`config.mk`:
```
export PLATFORM = sky130hd
export DESIGN_NAME = reg_fifo
export DESIGN_NICKNAME = d
export VERILOG_FILES = /design/src/rtl/reg_fifo_pkg.sv /design/src/rtl/reg_fifo_ptr_ctrl.sv /design/src/rtl/reg_fifo.sv
export SDC_FILE = /design/constraint.sdc
export NUM_CORES = 1
export LEC_CHECK = 0
export ABC_AREA = 1
export BUFFER_PORTS_ARGS = -buffer_cell sky130_fd_sc_hd__clkbuf_2
export CORE_MARGIN = 10
export CORE_UTILIZATION = 51
export CTS_BUF_LIST = sky130_fd_sc_hd__clkbuf_16
export DETAILED_ROUTE_END_ITERATION = 8
export PLACE_DENSITY = 0.73
export REMOVE_ABC_BUFFERS = 1
export SLEW_MARGIN = 20
export SYNTH_ARGS = -nofsm -noshare
export SYNTH_HDL_FRONTEND = slang
export SYNTH_HIERARCHICAL = 1
export SYNTH_SLANG_ARGS = --single-unit
```
`constraint.sdc`:
```
create_clock -name clk -period 1.8 [get_ports clk]
set_input_delay 0.09 -clock clk [delete_from_list [all_inputs] [get_ports clk]]
set_output_delay 0.09 -clock clk [all_outputs]
set_load 0.02 [all_outputs]
```
`src/rtl/reg_fifo_pkg.sv`:
```
`default_nettype none
// ============================================================================
// Module      : reg_fifo_pkg
// Description : Shared constants and helpers for the register-stage FIFO.
//               The default data width is shared with the upstream register
//               stage so both sides agree on the word size.
// Revision    : 1.0 - initial release
// ============================================================================
package reg_fifo_pkg;

    // Word width of the upstream register stage and of the FIFO entries.
    localparam int c_DEFAULT_N     = 8;

    // Default number of FIFO entries (power of two, at least 2).
    localparam int c_DEFAULT_DEPTH = 4;

    // Ceiling log2, usable in constant expressions on flows lacking $clog2.
    function automatic int clog2(input int value);
        int result;
        int remaining;
        result    = 0;
        remaining = value - 1;
        while (remaining > 0) begin
            result    = result + 1;
            remaining = remaining >> 1;
        end
        return result;
    endfunction

endpackage : reg_fifo_pkg
`default_nettype wire

```
`src/rtl/reg_fifo_ptr_ctrl.sv`:
```
`default_nettype none
// ============================================================================
// Module      : fifo_ptr_ctrl
// Description : Pointer and occupancy control for reg_fifo. Decides which
//               write/read requests are accepted, advances the circular
//               pointers and tracks the number of stored words.
// Revision    : 1.0 - initial release
// ============================================================================
module fifo_ptr_ctrl
    import reg_fifo_pkg::*;
#(
    parameter int DEPTH = c_DEFAULT_DEPTH,
    parameter int AW    = clog2(DEPTH)
) (
    input  logic          clk,
    input  logic          rst_n,
    input  logic          wr_en,
    input  logic          rd_en,
    output logic [AW-1:0] wr_ptr,
    output logic [AW-1:0] rd_ptr,
    output logic [AW:0]   count,
    output logic          wr_acc,
    output logic          rd_acc,
    output logic          full,
    output logic          empty
);

    // Occupancy value that marks the FIFO as full.
    localparam logic [AW:0] c_FULL_COUNT = (AW+1)'(DEPTH);

    logic [AW-1:0] r_wr_ptr;
    logic [AW-1:0] r_rd_ptr;
    logic [AW:0]   r_count;
    logic          w_full;
    logic          w_empty;
    logic          w_wr_acc;
    logic          w_rd_acc;

    // Flags decode straight from the registered count, so they only change
    // right after a clock edge. A write into a full FIFO is still allowed
    // when a read frees a slot on the same edge.
    always_comb begin
        w_full   = (r_count == c_FULL_COUNT);
        w_empty  = (r_count == '0);
        w_rd_acc = rd_en && !w_empty;
        w_wr_acc = wr_en && (!w_full || w_rd_acc);
    end

    // Pointers wrap naturally because DEPTH is a power of two.
    always_ff @(posedge clk or negedge rst_n) begin
        if (!rst_n) begin
            r_wr_ptr <= '0;
            r_rd_ptr <= '0;
        end else begin
            if (w_wr_acc) begin
                r_wr_ptr <= r_wr_ptr + 1'b1;
            end
            if (w_rd_acc) begin
                r_rd_ptr <= r_rd_ptr + 1'b1;
            end
        end
    end

    // Occupancy moves only when exactly one side is accepted.
    always_ff @(posedge clk or negedge rst_n) begin
        if (!rst_n) begin
            r_count <= '0;
        end else begin
            case ({w_wr_acc, w_rd_acc})
                2'b10:   r_count <= r_count + 1'b1;
                2'b01:   r_count <= r_count - 1'b1;
                default: r_count <= r_count;
            endcase
        end
    end

    assign wr_ptr = r_wr_ptr;
    assign rd_ptr = r_rd_ptr;
    assign count  = r_count;
    assign wr_acc = w_wr_acc;
    assign rd_acc = w_rd_acc;
    assign full   = w_full;
    assign empty  = w_empty;

endmodule : fifo_ptr_ctrl
`default_nettype wire

```
`src/rtl/reg_fifo.sv`:
```
`default_nettype none
// ============================================================================
// Module      : reg_fifo
// Description : Synchronous FIFO buffering register-stage output words for a
//               slower consumer. Registered read data (one-cycle latency,
//               not first-word-fall-through), full/empty flags, occupancy
//               count and one-cycle overflow/underflow pulses.
// Revision    : 1.0 - initial release
// ============================================================================
module reg_fifo
    import reg_fifo_pkg::*;
#(
    parameter  int N     = c_DEFAULT_N,
    parameter  int DEPTH = c_DEFAULT_DEPTH,
    localparam int AW    = clog2(DEPTH)
) (
    input  logic         clk,
    input  logic         rst_n,
    input  logic         wr_en,
    input  logic [N-1:0] din,
    input  logic         rd_en,
    output logic [N-1:0] dout,
    output logic         dout_valid,
    output logic         full,
    output logic         empty,
    output logic [AW:0]  count,
    output logic         ovf,
    output logic         udf
);

    logic [AW-1:0] w_wr_ptr;
    logic [AW-1:0] w_rd_ptr;
    logic          w_wr_acc;
    logic          w_rd_acc;

    logic [N-1:0]  r_mem [DEPTH];
    logic [N-1:0]  r_dout;
    logic          r_dout_valid;
    logic          r_ovf;
    logic          r_udf;

    fifo_ptr_ctrl #(
        .DEPTH (DEPTH),
        .AW    (AW)
    ) u_ptr_ctrl (
        .clk    (clk),
        .rst_n  (rst_n),
        .wr_en  (wr_en),
        .rd_en  (rd_en),
        .wr_ptr (w_wr_ptr),
        .rd_ptr (w_rd_ptr),
        .count  (count),
        .wr_acc (w_wr_acc),
        .rd_acc (w_rd_acc),
        .full   (full),
        .empty  (empty)
    );

    // Storage has no reset; stale contents are never visible because the
    // read side only consumes slots that were written since reset.
    always_ff @(posedge clk) begin
        if (w_wr_acc) begin
            r_mem[w_wr_ptr] <= din;
        end
    end

    // Read register: captures the oldest word on an accepted read and holds
    // it otherwise. When full with a simultaneous read and write, the two
    // pointers hit the same slot and the old word is captured before it is
    // overwritten.
    always_ff @(posedge clk or negedge rst_n) begin
        if (!rst_n) begin
            r_dout       <= '0;
            r_dout_valid <= 1'b0;
        end else begin
            r_dout_valid <= w_rd_acc;
            if (w_rd_acc) begin
                r_dout <= r_mem[w_rd_ptr];
            end
        end
    end

    // Error pulses flag requests rejected on the previous edge.
    always_ff @(posedge clk or negedge rst_n) begin
        if (!rst_n) begin
            r_ovf <= 1'b0;
            r_udf <= 1'b0;
        end else begin
            r_ovf <= wr_en && !w_wr_acc;
            r_udf <= rd_en && !w_rd_acc;
        end
    end

    assign dout       = r_dout;
    assign dout_valid = r_dout_valid;
    assign ovf        = r_ovf;
    assign udf        = r_udf;

endmodule : reg_fifo
`default_nettype wire

```
# After elaboration in Yosys (flattened, before gate mapping)
# Memories as Yosys holds them, arrays and structs flattened. A register that Yosys moved wholly into a read port is not among the register bits.
# Cells that the tools add are included.
dict set report op_classes {
  addsub 4
  n_eq_ne 3
  mux 3
  n_reduce_logical 12
}
# op n
set ops {}
lappend ops {{$pmux W3 S2} 1}
lappend ops {{$logic_not A1 Y1} 5}
lappend ops {{$add A2 B1 Y2 const B} 2}
lappend ops {{$logic_and A1 B1 Y1} 4}
lappend ops {{$add A3 B1 Y3 const B} 1}
lappend ops {{$eq A3 B3 Y1 const B} 1}
lappend ops {{$logic_not A3 Y1} 1}
lappend ops {{$sub A3 B1 Y3 const B} 1}
lappend ops {{$eq A2 B1 Y1 const B} 1}
lappend ops {{$eq A2 B2 Y1 const B} 1}
lappend ops {{$mux W1} 2}
lappend ops {{$reduce_bool A2 Y1} 1}
lappend ops {{$logic_or A1 B1 Y1} 1}
dict set report totals {
  ff_bits 10
  mem_bits_rw 32
  out_inout_bits 16
  elab_cells 29
  memories 1
}
# memory depth width read_ports rd_ports_with_merged_regs write_ports line
set memory_table {}
lappend memory_table {r_mem 4 8 1 1 1 reg_fifo.sv:36} ;# logic [N-1:0] r_mem [DEPTH];

# Longest topological paths before layout
# Gate-level depths: netlist of run 1.
dict set report logic_depth {
  depth_word 7
  ltp_mapped 9
}

# Cells and area by module
# Netlist of run 1, hierarchy kept.
# module n_inst cells_per_inst area_each_um2 seq_area_each_um2
set modules_own_cells {}
lappend modules_own_cells {reg_fifo 1 174 1776.7 1236.2}
lappend modules_own_cells {fifo_ptr_ctrl 1 49 400.4 175.2}

# Worst setup path after synthesis of run 1
# OpenSTA, ideal clock, no wires.
dict set report synth_timing {
  path_type {reg-to-reg}
  start {register u_ptr_ctrl.r_count[0] (netlist: u_ptr_ctrl/count[0])}
  end {memory r_mem[0][0] (netlist bit), enable pin}
  setup_time_ns 0.383
  arrival_time_ns 1.611
  setup_slack_ns -0.195
  stages_incl_launch_ff 9
  n_path_buf 0
  cell_sequence {dfrtp_1 > nor2_2 > nand2_2 > inv_2 > nand2_1 > nand2_1 > inv_1 > inv_1 > nor3_1}
}
# item line
set synth_rtl {}
lappend synth_rtl {{start, declared} reg_fifo_ptr_ctrl.sv:33} ;# logic [AW:0] r_count;
lappend synth_rtl {{start signal, assigned} reg_fifo_ptr_ctrl.sv:70} ;# 2'b10: r_count <= r_count + 1'b1;
lappend synth_rtl {{start signal, assigned} reg_fifo_ptr_ctrl.sv:71} ;# 2'b01: r_count <= r_count - 1'b1;
lappend synth_rtl {{start signal, assigned} reg_fifo_ptr_ctrl.sv:72} ;# default: r_count <= r_count;
lappend synth_rtl {{$eq A3 B3 Y1} reg_fifo_ptr_ctrl.sv:43} ;# w_full = (r_count == c_FULL_COUNT);
lappend synth_rtl {{via full} reg_fifo.sv:24} ;# output logic full,
lappend synth_rtl {{$logic_not A1 Y1} reg_fifo_ptr_ctrl.sv:46} ;# w_wr_acc = wr_en && (!w_full || w_rd_acc);
lappend synth_rtl {{$logic_or A1 B1 Y1} reg_fifo_ptr_ctrl.sv:46}
lappend synth_rtl {{$logic_and A1 B1 Y1} reg_fifo_ptr_ctrl.sv:46}
lappend synth_rtl {{via w_wr_acc} reg_fifo.sv:33} ;# logic w_wr_acc;
lappend synth_rtl {{$mux W1} reg_fifo.sv:62} ;# if (w_wr_acc) begin
lappend synth_rtl {{$mux W1 (implied by the code)} reg_fifo.sv:63} ;# r_mem[w_wr_ptr] <= din;
lappend synth_rtl {{end, declared} reg_fifo.sv:36}
# The timed path passes the listed nets, and every way through them passes these cells.

# Worst setup path in the final report of run 1
dict set report layout_timing {
  start {register u_ptr_ctrl.r_count[2] (netlist: u_ptr_ctrl/count[2])}
  end {register u_ptr_ctrl.r_count[2] (netlist: u_ptr_ctrl/count[2])}
}
dict set report layout_via {
  elab_chain_len 7
}
# item line
set layout_lines {}
lappend layout_lines {{$logic_not A3 Y1} reg_fifo_ptr_ctrl.sv:44} ;# w_empty = (r_count == '0);
lappend layout_lines {{$logic_not A1 Y1} reg_fifo_ptr_ctrl.sv:45} ;# w_rd_acc = rd_en && !w_empty;
lappend layout_lines {{$logic_and A1 B1 Y1} reg_fifo_ptr_ctrl.sv:45}
lappend layout_lines {{$logic_or A1 B1 Y1} reg_fifo_ptr_ctrl.sv:46}
lappend layout_lines {{$logic_and A1 B1 Y1} reg_fifo_ptr_ctrl.sv:46}
lappend layout_lines {{$eq A2 B1 Y1 or $eq A2 B2 Y1 (tied branches)} reg_fifo_ptr_ctrl.sv:69} ;# case ({w_wr_acc, w_rd_acc})
lappend layout_lines {{$pmux W3 S2 or $reduce_bool A2 Y1 (tied branches)} -}
# Parallel ways exist; a longest one is shown, timed or not.
# A chain may end at the register's enable or synchronous reset.

==> metrics, run 1 <==
hold_sp din[6]; DRT iter0 DRCs 31; total power 4.34 mW; antenna violations before repair 0; Reg power frac 41.4%; clock skew 0.00450 ns; post-synth cell types 20; setup bufs post-CTS 0; met2 Use GR 17.2%; # setup viols final 0; PwrDens 1690 mW/mm^2; drt wl/cell 12.1 um; placed inst area 0.00237 sq mm; I/O pins 28; H-tree depth 2; via count 1389; gr busiest metal met2; slowest CP cell fa_1; Layout Cells excl Fill 309; core region area 0.00406 sq mm; die width 85.3 um; n_diodes 0; CP Class reg2reg; Min Hold Slack 0.0247 ns; number of CTS-inserted buffers 5; Critical Path Start Type register; DIE AREA 0.00728 sq mm; critical path launch point u_ptr_ctrl/count[2]$_DFFE_PN0P_; Tcrit/Tclk final 89.3%; maximum fanout along the worst path 4; synthesized area per cell 9.76 sq um; vias in the first global route 1432; Leak Pwr 1.33 nW; sequential fraction of the synthesis area 64.8%; PostCTS Resize Cnt 0; worst r2r src u_ptr_ctrl/count[2]$_DFFE_PN0P_; Overflow after GRT 0; met1 GRT Util 13.2%; Longest Clk Path Bufs 2; P&R area growth vs syn 18.1%; peak supply drop 0.000810 V; largest net degree at the start of global routing 19; crit path DAT 1.83 ns; worst slew pin tran 0.576 ns; Post-Syn Instances 223; Starting Density 53.7%; Clock Power Share 26.0%; final-stage net count 271; buffers and inverters on the worst path 3; #FFs+latches synth 50; Mapped Area 0.00218 sq mm; utilization after layout 63.4%; RSZ-0062 raised after global routing false; layout cells sized above 1 19.3%; Max-cap violations 0; worst skew pair latency 0.28 ns; Max Slew Vio Count 0; Layout fillers 327; yosys warns 6; hold_buf cts 1; first-pass GRT wire length 6470 um; Worst setup EP type register; drt via density 4.50; dpl hpwl 2680 um; P_int 2.78 mW; clock sink count 50; Switching Fraction 35.9%; max frequency 622 MHz; CP required 2.03 ns; Finished Cell Area 0.00257 sq mm; most frequent cells in the layout nand2_1 (70), inv_1 (51), edfxtp_1 (32); CTS tree yes; Slew HR 61.6%; switching power 1.56 mW; crit-path max cell delay 0.44 ns; routability cong. 0.817; FP Rows 23; I/O Buffers 27; most frequent CP cell inv_1; minimum clock period after layout 1.61 ns; GRT Total Usage 11.1%; Worst Hold Class in2reg; run status finished, final reports clean; Comb power frac 32.6%; total wire length 3740 um; Residual DRC 0; CP delay by family, top simple AND/OR/NAND/NOR gates; clock-pin slew on the worst setup and hold paths 0.06 ns; drt first pass iters 4; die height 85.3 um; Hold Vio Cnt, Final 0; dpl cells 300; clk root buf clkbuf_16; antenna viol nets, final 0; met3 usage 3.82%; crit path cell chain inv_1 -> nand2_2 -> nand3_1 -> fa_1 -> inv_1 -> nand4_1 -> nand3_1 -> nand2_1 -> inv_1; most common cell after layout, fill and taps aside nand2_1
==> layer usage <==
metal / share of wire, % / vias up
met3: 7.0 / 5
met5: 0 / -
met4: 1.5 / 0
met2: 46 / 33
li1: - / 744
met1: 46 / 607
==> power by group through the flow <==
stage / clock network [mW] / logic, mW / registers, mW
detailed placement: 0 / 1.43 / 1.82
global route: 1.20 / 1.62 / 1.84
finish: 1.13 / 1.41 / 1.80
floorplan: 0 / 0.815 / 1.94
CTS: 1.15 / 1.45 / 1.80
global placement: 0 / 1.42 / 1.81
==> stage by stage <==
step | setup TNS (ns) | worst slack (ns)
6_report | 0 | 0.192
5_1_grt | 0 | 0.0192
4_1_cts | 0 | 0.187
3_5_place_dp | 0 | 0.204
3_3_place_gp | 0 | 0.253
2_1_floorplan | -6.23 | -0.195
==> cells in the mapped netlist, drive strengths merged <==
cell type,n,area [sq um]
nand2,74,293
inv,54,205
edfxtp,32,961
nand3,20,105
dfrtp,18,450
nor2,9,38.8
buf,5,40.0
nor3,4,20.0
xor2,3,26.3
nand4,2,12.5
fa,1,20.0
o21ai,1,5.00
==> final timing paths <==
path | end | slack (ns) | cells past startpoint
max reg2reg | u_ptr_ctrl/count[2]$_DFFE_PN0P_ | 0.19 | 9
max in group asynchronous | u_ptr_ctrl/wr_ptr[0]$_DFFE_PN0P_ | 1.21 | 2
max | u_ptr_ctrl/count[2]$_DFFE_PN0P_ | 0.19 | 9
min | r_mem[0][6]$_DFFE_PP_ | 0.02 | 1
min reg2reg | dout[0]$_DFFE_PN0P_ | 0.48 | 2
min in group asynchronous | u_ptr_ctrl/rd_ptr[1]$_DFFE_PN0N_ | 0.28 | 2
==> layout make-up <==
cell class | instances | area (sq um) | share of cell area, %
Clock buffer | 6 | 150 | 5.84
Inverter | 54 | 205 | 7.98
Sequential cell | 50 | 1410 | 54.9
Clock inverter | 2 | 38.8 | 1.51
Timing Repair Buffer | 33 | 183 | 7.10
Multi-Input combinational cell | 114 | 520 | 20.2
Tap cell | 50 | 62.6 | 2.43
==> registers in the layout (all words and copies together), names as in the netlist <==
register and flops:
dout 8, dout_valid 1, ovf 1, r_mem 32, u_ptr_ctrl/count 3, u_ptr_ctrl/rd_ptr 2
u_ptr_ctrl/wr_ptr 2, udf 1
==> kinds of logic (layout without fill, tap and decap cells) <==
group,count (synthesis),in the layout,share of synthesized area [%]
adder cells (fa/ha/maj),1,1,0.920
flip-flops,50,50,64.8
AND/OR/NAND/NOR,109,109,21.6
AO/OA/AOI/OAI,1,1,0.230
XOR/XNOR,3,3,1.21
buffers and inverters,59,95,11.3
No activity file was read; power rests on OpenSTA's default activity.
==> run 2, diff against run 1 <==
--- a/config.mk
+++ b/config.mk
@@ -11,7 +11,7 @@
 export CORE_UTILIZATION = 51
 export CTS_BUF_LIST = sky130_fd_sc_hd__clkbuf_16
 export DETAILED_ROUTE_END_ITERATION = 8
-export PLACE_DENSITY = 0.73
+export PLACE_DENSITY = 0.85
 export REMOVE_ABC_BUFFERS = 1
 export SLEW_MARGIN = 20
 export SYNTH_ARGS = -nofsm -noshare
==> run 2 against run 1 <==
Compared with the run above: combinational power up 6%; power fell by 0.77%; non-clock buffer count unchanged; worst hold slack lost 0.0042 ns; via count increased by 7.6%; maximum frequency is 1.2% lower; highest routed layer unchanged; sequential share of layout area rose by 0.43 points; clock skew grew 0.00072 ns; die area unchanged; register-to-register slack worse by 0.02 ns; sequential power barely moved; routed wire length rose by 9.6%.
==> metrics, run 2 (synthesis results as in run 1) <==
Hold Vio Cnt, Final 0 (unchanged); dpl hpwl 2830 um (+5.3%); vias in the first global route 1531 (+6.9%); antenna violations before repair 0 (unchanged); most frequent CP cell inv_1; Layout Cells excl Fill 309 (unchanged); maximum fanout along the worst path 4 (unchanged); CP required 2.03 ns (about the same); critical path launch point u_ptr_ctrl/count[2]$_DFFE_PN0P_; setup TNS 0 ns (unchanged); H-tree depth 2 (unchanged); clk root buf clkbuf_16; clock-pin slew on the worst setup and hold paths 0.07 ns (about the same); core region area 0.00406 sq mm (unchanged); crit path DAT 1.86 ns (+0.03 ns); drt first pass iters 4 (unchanged); Comb power frac 34.6% (+2.0 points); Residual DRC 0 (unchanged); Starting Density 53.7% (unchanged); Tcrit/Tclk final 90.4% (+1.0 points); met1 GRT Util 12.6% (-0.56 points); max reg flops 32 (unchanged); hold_sp din[2]; Leak Pwr 1.32 nW (-0.89%); met3 usage 4.30% (+0.48 points); drt via density 4.83 (+7.6%); Top reg by flops r_mem; Worst R2R Path Depth 9 (unchanged); antenna viol nets, final 0 (unchanged); most common cell after layout, fill and taps aside nand2_1; Worst setup EP type register; Critical Path Start Type register; largest net degree at the start of global routing 19 (unchanged); Place WS 0.190 ns (-0.0136 ns); first-pass GRT wire length 6960 um (+7.6%); number of CTS-inserted buffers 5 (unchanged); GRT Total Usage 11.8% (+0.68 points); CP Class reg2reg; # setup viols final 0 (unchanged); minimum clock period after layout 1.63 ns (+0.0189 ns); hold_buf cts 1 (unchanged); CP delay by family, top simple AND/OR/NAND/NOR gates; DIE AREA 0.00728 sq mm (unchanged); PwrDens 1690 mW/mm^2 (about the same); PostCTS Resize Cnt 0 (unchanged); buffers and inverters on the worst path 3 (unchanged); RSZ-0062 raised after global routing false; worst skew pair latency 0.29 ns (about the same); dpl cells 300 (unchanged); Max-cap violations 0 (unchanged); I/O Buffers 27 (unchanged); Max Slew Vio Count 0 (unchanged); max frequency 615 MHz (-1.2%); met2 Use GR 20.4% (+3.2 points); run status finished, final reports clean; P&R area growth vs syn 17.2%; crit path cell chain inv_1 -> nand2_2 -> nand3_1 -> fa_1 -> inv_1 -> nand4_1 -> nand3_1 -> nand2_1 -> inv_1; r2r setup slk 0.17 ns (-0.02 ns); layout cells sized above 1 19.3% (unchanged); clock skew 0.00522 ns (+0.000716 ns); Min Hold Slack 0.0205 ns (-0.00422 ns); Reg power frac 41.1% (-0.3 points); switching power 1.61 mW (+3.2%); reg2reg end u_ptr_ctrl/count[2]$_DFFE_PN0P_; via count 1494 (+7.6%); Slew HR 71.5% (+9.9 points); Clock Power Share 24.3% (-1.7 points); CP Depth 9 (unchanged); FP Rows 23 (unchanged); setup bufs post-CTS 0 (unchanged); routability cong. 0.819 (+0.17%); peak supply drop 0.000740 V (-8.6%); Switching Fraction 37.4% (+1.4 points); n_diodes 0 (unchanged); slowest CP cell fa_1; die width 85.3 um (unchanged); Longest Clk Path Bufs 2 (unchanged); worst r2r src u_ptr_ctrl/count[2]$_DFFE_PN0P_; worst slew pin tran 0.428 ns (-0.148 ns); CTS tree yes; fin worst setup slack 0.173 ns (-0.0189 ns); Critical Path End u_ptr_ctrl/count[2]$_DFFE_PN0P_; P_int 2.70 mW (-3.0%); gr busiest metal met2; Worst Hold Class in2reg; I/O pins 28 (unchanged); crit-path max cell delay 0.45 ns (about the same); clock sink count 50 (unchanged); Overflow after GRT 0 (unchanged); final-stage net count 271 (unchanged); total wire length 4100 um (+9.6%); most frequent cells in the layout nand2_1 (70), inv_1 (51), edfxtp_1 (32); drt wl/cell 13.3 um (+9.6%); die height 85.3 um (unchanged); DRT iter0 DRCs 118 (+280%)
## run 2: cell count changes in the layout (fill, tap and decap cells not counted)
cell | previous run | this run
clkbuf_16 | 6 | 5
clkinv_4 | 1 | 0
clkinvlp_4 | 0 | 1
inv_4 | 1 | 2
## run 2: worst min-delay path by stage
stage                                      end  cells after the start
2_1_floorplan              dout[0]$_DFFE_PN0P_                      0
3_3_place_gp   u_ptr_ctrl/count[0]$_DFFE_PN0P_                      1
3_5_place_dp   u_ptr_ctrl/count[0]$_DFFE_PN0P_                      1
4_1_cts                  r_mem[1][3]$_DFFE_PP_                      1
5_1_grt                  r_mem[2][3]$_DFFE_PP_                      1
6_report                 r_mem[1][2]$_DFFE_PP_                      1
## run 2: layout make-up
class / instances / area [sq um]
Sequential cell: 50 / 1410
Clock inverter: 3 / 43.8
Timing Repair Buffer: 33 / 183
Inverter: 54 / 205
Clock buffer: 5 / 125
Fill cell: 302 / 1510
Tap cell: 50 / 62.6
Multi-Input combinational cell: 114 / 520
## run 2: power groups by stage
| stage | combinational, mW | sequential, mW | clock [mW] |
|---|---|---|---|
| 6_report | 1.49 | 1.77 | 1.05 |
| 3_5_place_dp | 1.48 | 1.79 | 0 |
| 4_1_cts | 1.51 | 1.77 | 1.08 |
| 3_3_place_gp | 1.43 | 1.77 | 0 |
| 5_1_grt | 1.70 | 1.81 | 1.12 |
| 2_1_floorplan | 0.815 | 1.94 | 0 |
## run 2: stage by stage
stage | power, mW | area (sq um) | util (%)
after CTS | 4.35 | 2550 | 62.9
after global placement | 3.20 | 2370 | 58.5
after floorplan | 2.76 | 2140 | -
after global routing | 4.63 | 2550 | 62.9
final | 4.31 | 2550 | 62.9
after detailed placement | 3.27 | 2370 | 58.5
## run 2: per-layer routing
metal | up-vias | part of all wire, %
met3 | 10 | 7.5
met5 | - | 0
met1 | 693 | 39
met4 | 0 | 2.4
met2 | 45 | 52
li1 | 746 | -
==> run 3, diff against run 2 <==
--- a/config.mk
+++ b/config.mk
@@ -7,8 +7,10 @@
 export LEC_CHECK = 0
 export ABC_AREA = 1
 export BUFFER_PORTS_ARGS = -buffer_cell sky130_fd_sc_hd__clkbuf_2
+export CELL_PAD_IN_SITES_DETAIL_PLACEMENT = 1
+export CELL_PAD_IN_SITES_GLOBAL_PLACEMENT = 2
 export CORE_MARGIN = 10
-export CORE_UTILIZATION = 51
+export CORE_UTILIZATION = 32
 export CTS_BUF_LIST = sky130_fd_sc_hd__clkbuf_16
 export DETAILED_ROUTE_END_ITERATION = 8
 export PLACE_DENSITY = 0.85
==> run 3 against run 2 <==
Compared with the run above: register-to-register slack barely moved; sequential power barely moved; clock-buffer cell count did not move; largest power group unchanged.
==> metrics, run 3 (synthesis results as in run 1) <==
switching power 1.61 mW (about the same); Switching Fraction 37.2% (-0.18 points); Critical Path Start Type register; Comb power frac 34.0% (-0.6 points); dpl cells 331 (+10%); Finished Cell Area 0.00260 sq mm (+2.0%); core region area 0.00672 sq mm (+66%); first-pass GRT wire length 7100 um (+2.1%); crit-path max cell delay 0.44 ns (about the same); Worst setup EP type register; peak supply drop 0.000560 V (-24%); largest net degree at the start of global routing 19 (unchanged); Starting Density 32.4% (-21 points); Residual DRC 0 (unchanged); clk root buf clkbuf_16; DR WL met3 205 um (-34%); die height 102 um (+20%); DIE AREA 0.0105 sq mm (+44%); Slew HR 69.3% (-2.2 points); Layout Cells excl Fill 340 (+10%); fin worst setup slack 0.172 ns (-0.00119 ns); Tcrit/Tclk final 90.5% (about the same); Place WS 0.158 ns (-0.0329 ns); Min Hold Slack 0.0177 ns (-0.00278 ns); total wire length 4310 um (+5.2%); utilization after layout 38.7% (-24 points); antenna violations before repair 0 (unchanged); via count 1421 (-4.9%); CP Class reg2reg; number of CTS-inserted buffers 5 (unchanged); Clock Power Share 24.8% (+0.5 points); final-stage net count 272 (+0.37%); layout cells sized above 1 20.0% (+0.69 points); # setup viols final 0 (unchanged); setup TNS 0 ns (unchanged); Leak Pwr 1.33 nW (+0.42%); setup bufs post-CTS 0 (unchanged); crit path cell chain nor2_2 -> nand2_2 -> nand3_1 -> fa_1 -> inv_1 -> nand4_1 -> nand3_1 -> nand2_1 -> inv_1; dpl hpwl 3110 um (+10%); CTS tree yes; Worst Hold Class in2reg; vias in the first global route 1509 (-1.4%); die width 102 um (+20%); H-tree depth 2 (unchanged); I/O pins 28 (unchanged); drt first pass iters 4 (unchanged); drt wl/cell 12.7 um (-4.4%); Hold Vio Cnt, Final 0 (unchanged); FP Rows 30 (+30%); placed inst area 0.00242 sq mm (+1.9%); slowest CP cell fa_1; PwrDens 1660 mW/mm^2 (-1.5%); clock sink count 50 (unchanged); routability cong. 0.750 (-8.4%); Overflow after GRT 0 (unchanged); buffers and inverters on the worst path 2 (-1); max frequency 614 MHz (about the same); DRT iter0 DRCs 65 (-45%); run status finished, final reports clean; CP required 2.03 ns (about the same); clock-pin slew on the worst setup and hold paths 0.07 ns (about the same); most frequent cells in the layout nand2_1 (70), inv_1 (51), edfxtp_1 (32); RSZ-0062 raised after global routing false; Top reg by flops r_mem; most common cell after layout, fill and taps aside nand2_1; crit path DAT 1.86 ns (about the same); n_diodes 0 (unchanged); maximum fanout along the worst path 4 (unchanged); Max-cap violations 0 (unchanged); P&R area growth vs syn 19.5%; met1 WL 1820 um (+15%); Longest Clk Path Bufs 2 (unchanged); GRT Total Usage 8.85% (-2.9 points); Reg power frac 41.2% (about the same); max reg flops 32 (unchanged); Max Used Layer met4; met2 WL post-DR 2220 um (+5.3%); minimum clock period after layout 1.63 ns (+0.00119 ns); Max Slew Vio Count 0 (unchanged); I/O Buffers 27 (unchanged); Layout fillers 791 (+160%); P_int 2.72 mW (+0.72%); antenna viol nets, final 0 (unchanged); clock skew 0.00391 ns (-0.00131 ns); worst slew pin tran 0.461 ns (+0.0333 ns); drt via density 4.18 (-14%); total power 4.33 mW (+0.43%); worst skew pair latency 0.29 ns (about the same); CP delay by family, top simple AND/OR/NAND/NOR gates
run 3: changes by cell type in the layout (fill, tap and decap cells not counted), sizes merged:
cell,change
buf,+1
run 3: repair_timing:
item / CTS / global route
hold endpoints to repair: 18 / 0
gates resized for setup: 0 / 1
hold buffers: 1 / 0
endpoints found under the setup margin: 0 / 10
run 3: worst paths after layout:
path | start | to | slack, ns | depth (start not counted)
setup / recovery | u_ptr_ctrl/count[0]$_DFFE_PN0P_ | u_ptr_ctrl/count[2]$_DFFE_PN0P_ | 0.17 | 9
hold / removal | din[0] | r_mem[3][0]$_DFFE_PP_ | 0.02 | 1
setup reg to reg | u_ptr_ctrl/count[0]$_DFFE_PN0P_ | u_ptr_ctrl/count[2]$_DFFE_PN0P_ | 0.17 | 9
min in group asynchronous | rst_n | u_ptr_ctrl/count[1]$_DFFE_PN0P_ | 0.28 | 2
hold reg to reg | dout[4]$_DFFE_PN0P_ | dout[4]$_DFFE_PN0P_ | 0.47 | 2
max in group asynchronous | rst_n | u_ptr_ctrl/count[0]$_DFFE_PN0P_ | 1.17 | 2
run 3: layer usage:
metal	track usage [%]	vias up
met5	0	-
met2	15.4	19
met4	3.58	0
met1	9.56	650
met3	3.11	4
li1	-	748
run 3: power groups by stage:
stage	Combinational, mW	Clock, mW	Sequential [mW]
after global routing	1.69	1.15	1.83
after CTS	1.50	1.10	1.79
final	1.47	1.07	1.78
after global placement	1.46	0	1.80
after detailed placement	1.49	0	1.81
after floorplan	0.815	0	1.94
run 3: final cells by class:
class                   count  area (sq um)  share of cell area, %
flip-flops and latches     50          1410                   54.3
multi-input cells         114           520                   20.0
inverters                  54           205                   7.88
repair buffers             34           190                   7.31
clock buffers               5           125                   4.81
well taps                  80           100                   3.85
clock inverters             3          48.8                   1.87
run 3: worst reg2reg max path, delay by kind of cell (launching register included):
| kind | cells | cell delay (ns) |
|---|---|---|
| DFF | 1 | 0.41 |
| adders and majority gates | 1 | 0.44 |
| and+or+nand+nor | 6 | 0.59 |
| buffers and inverters | 2 | 0.13 |
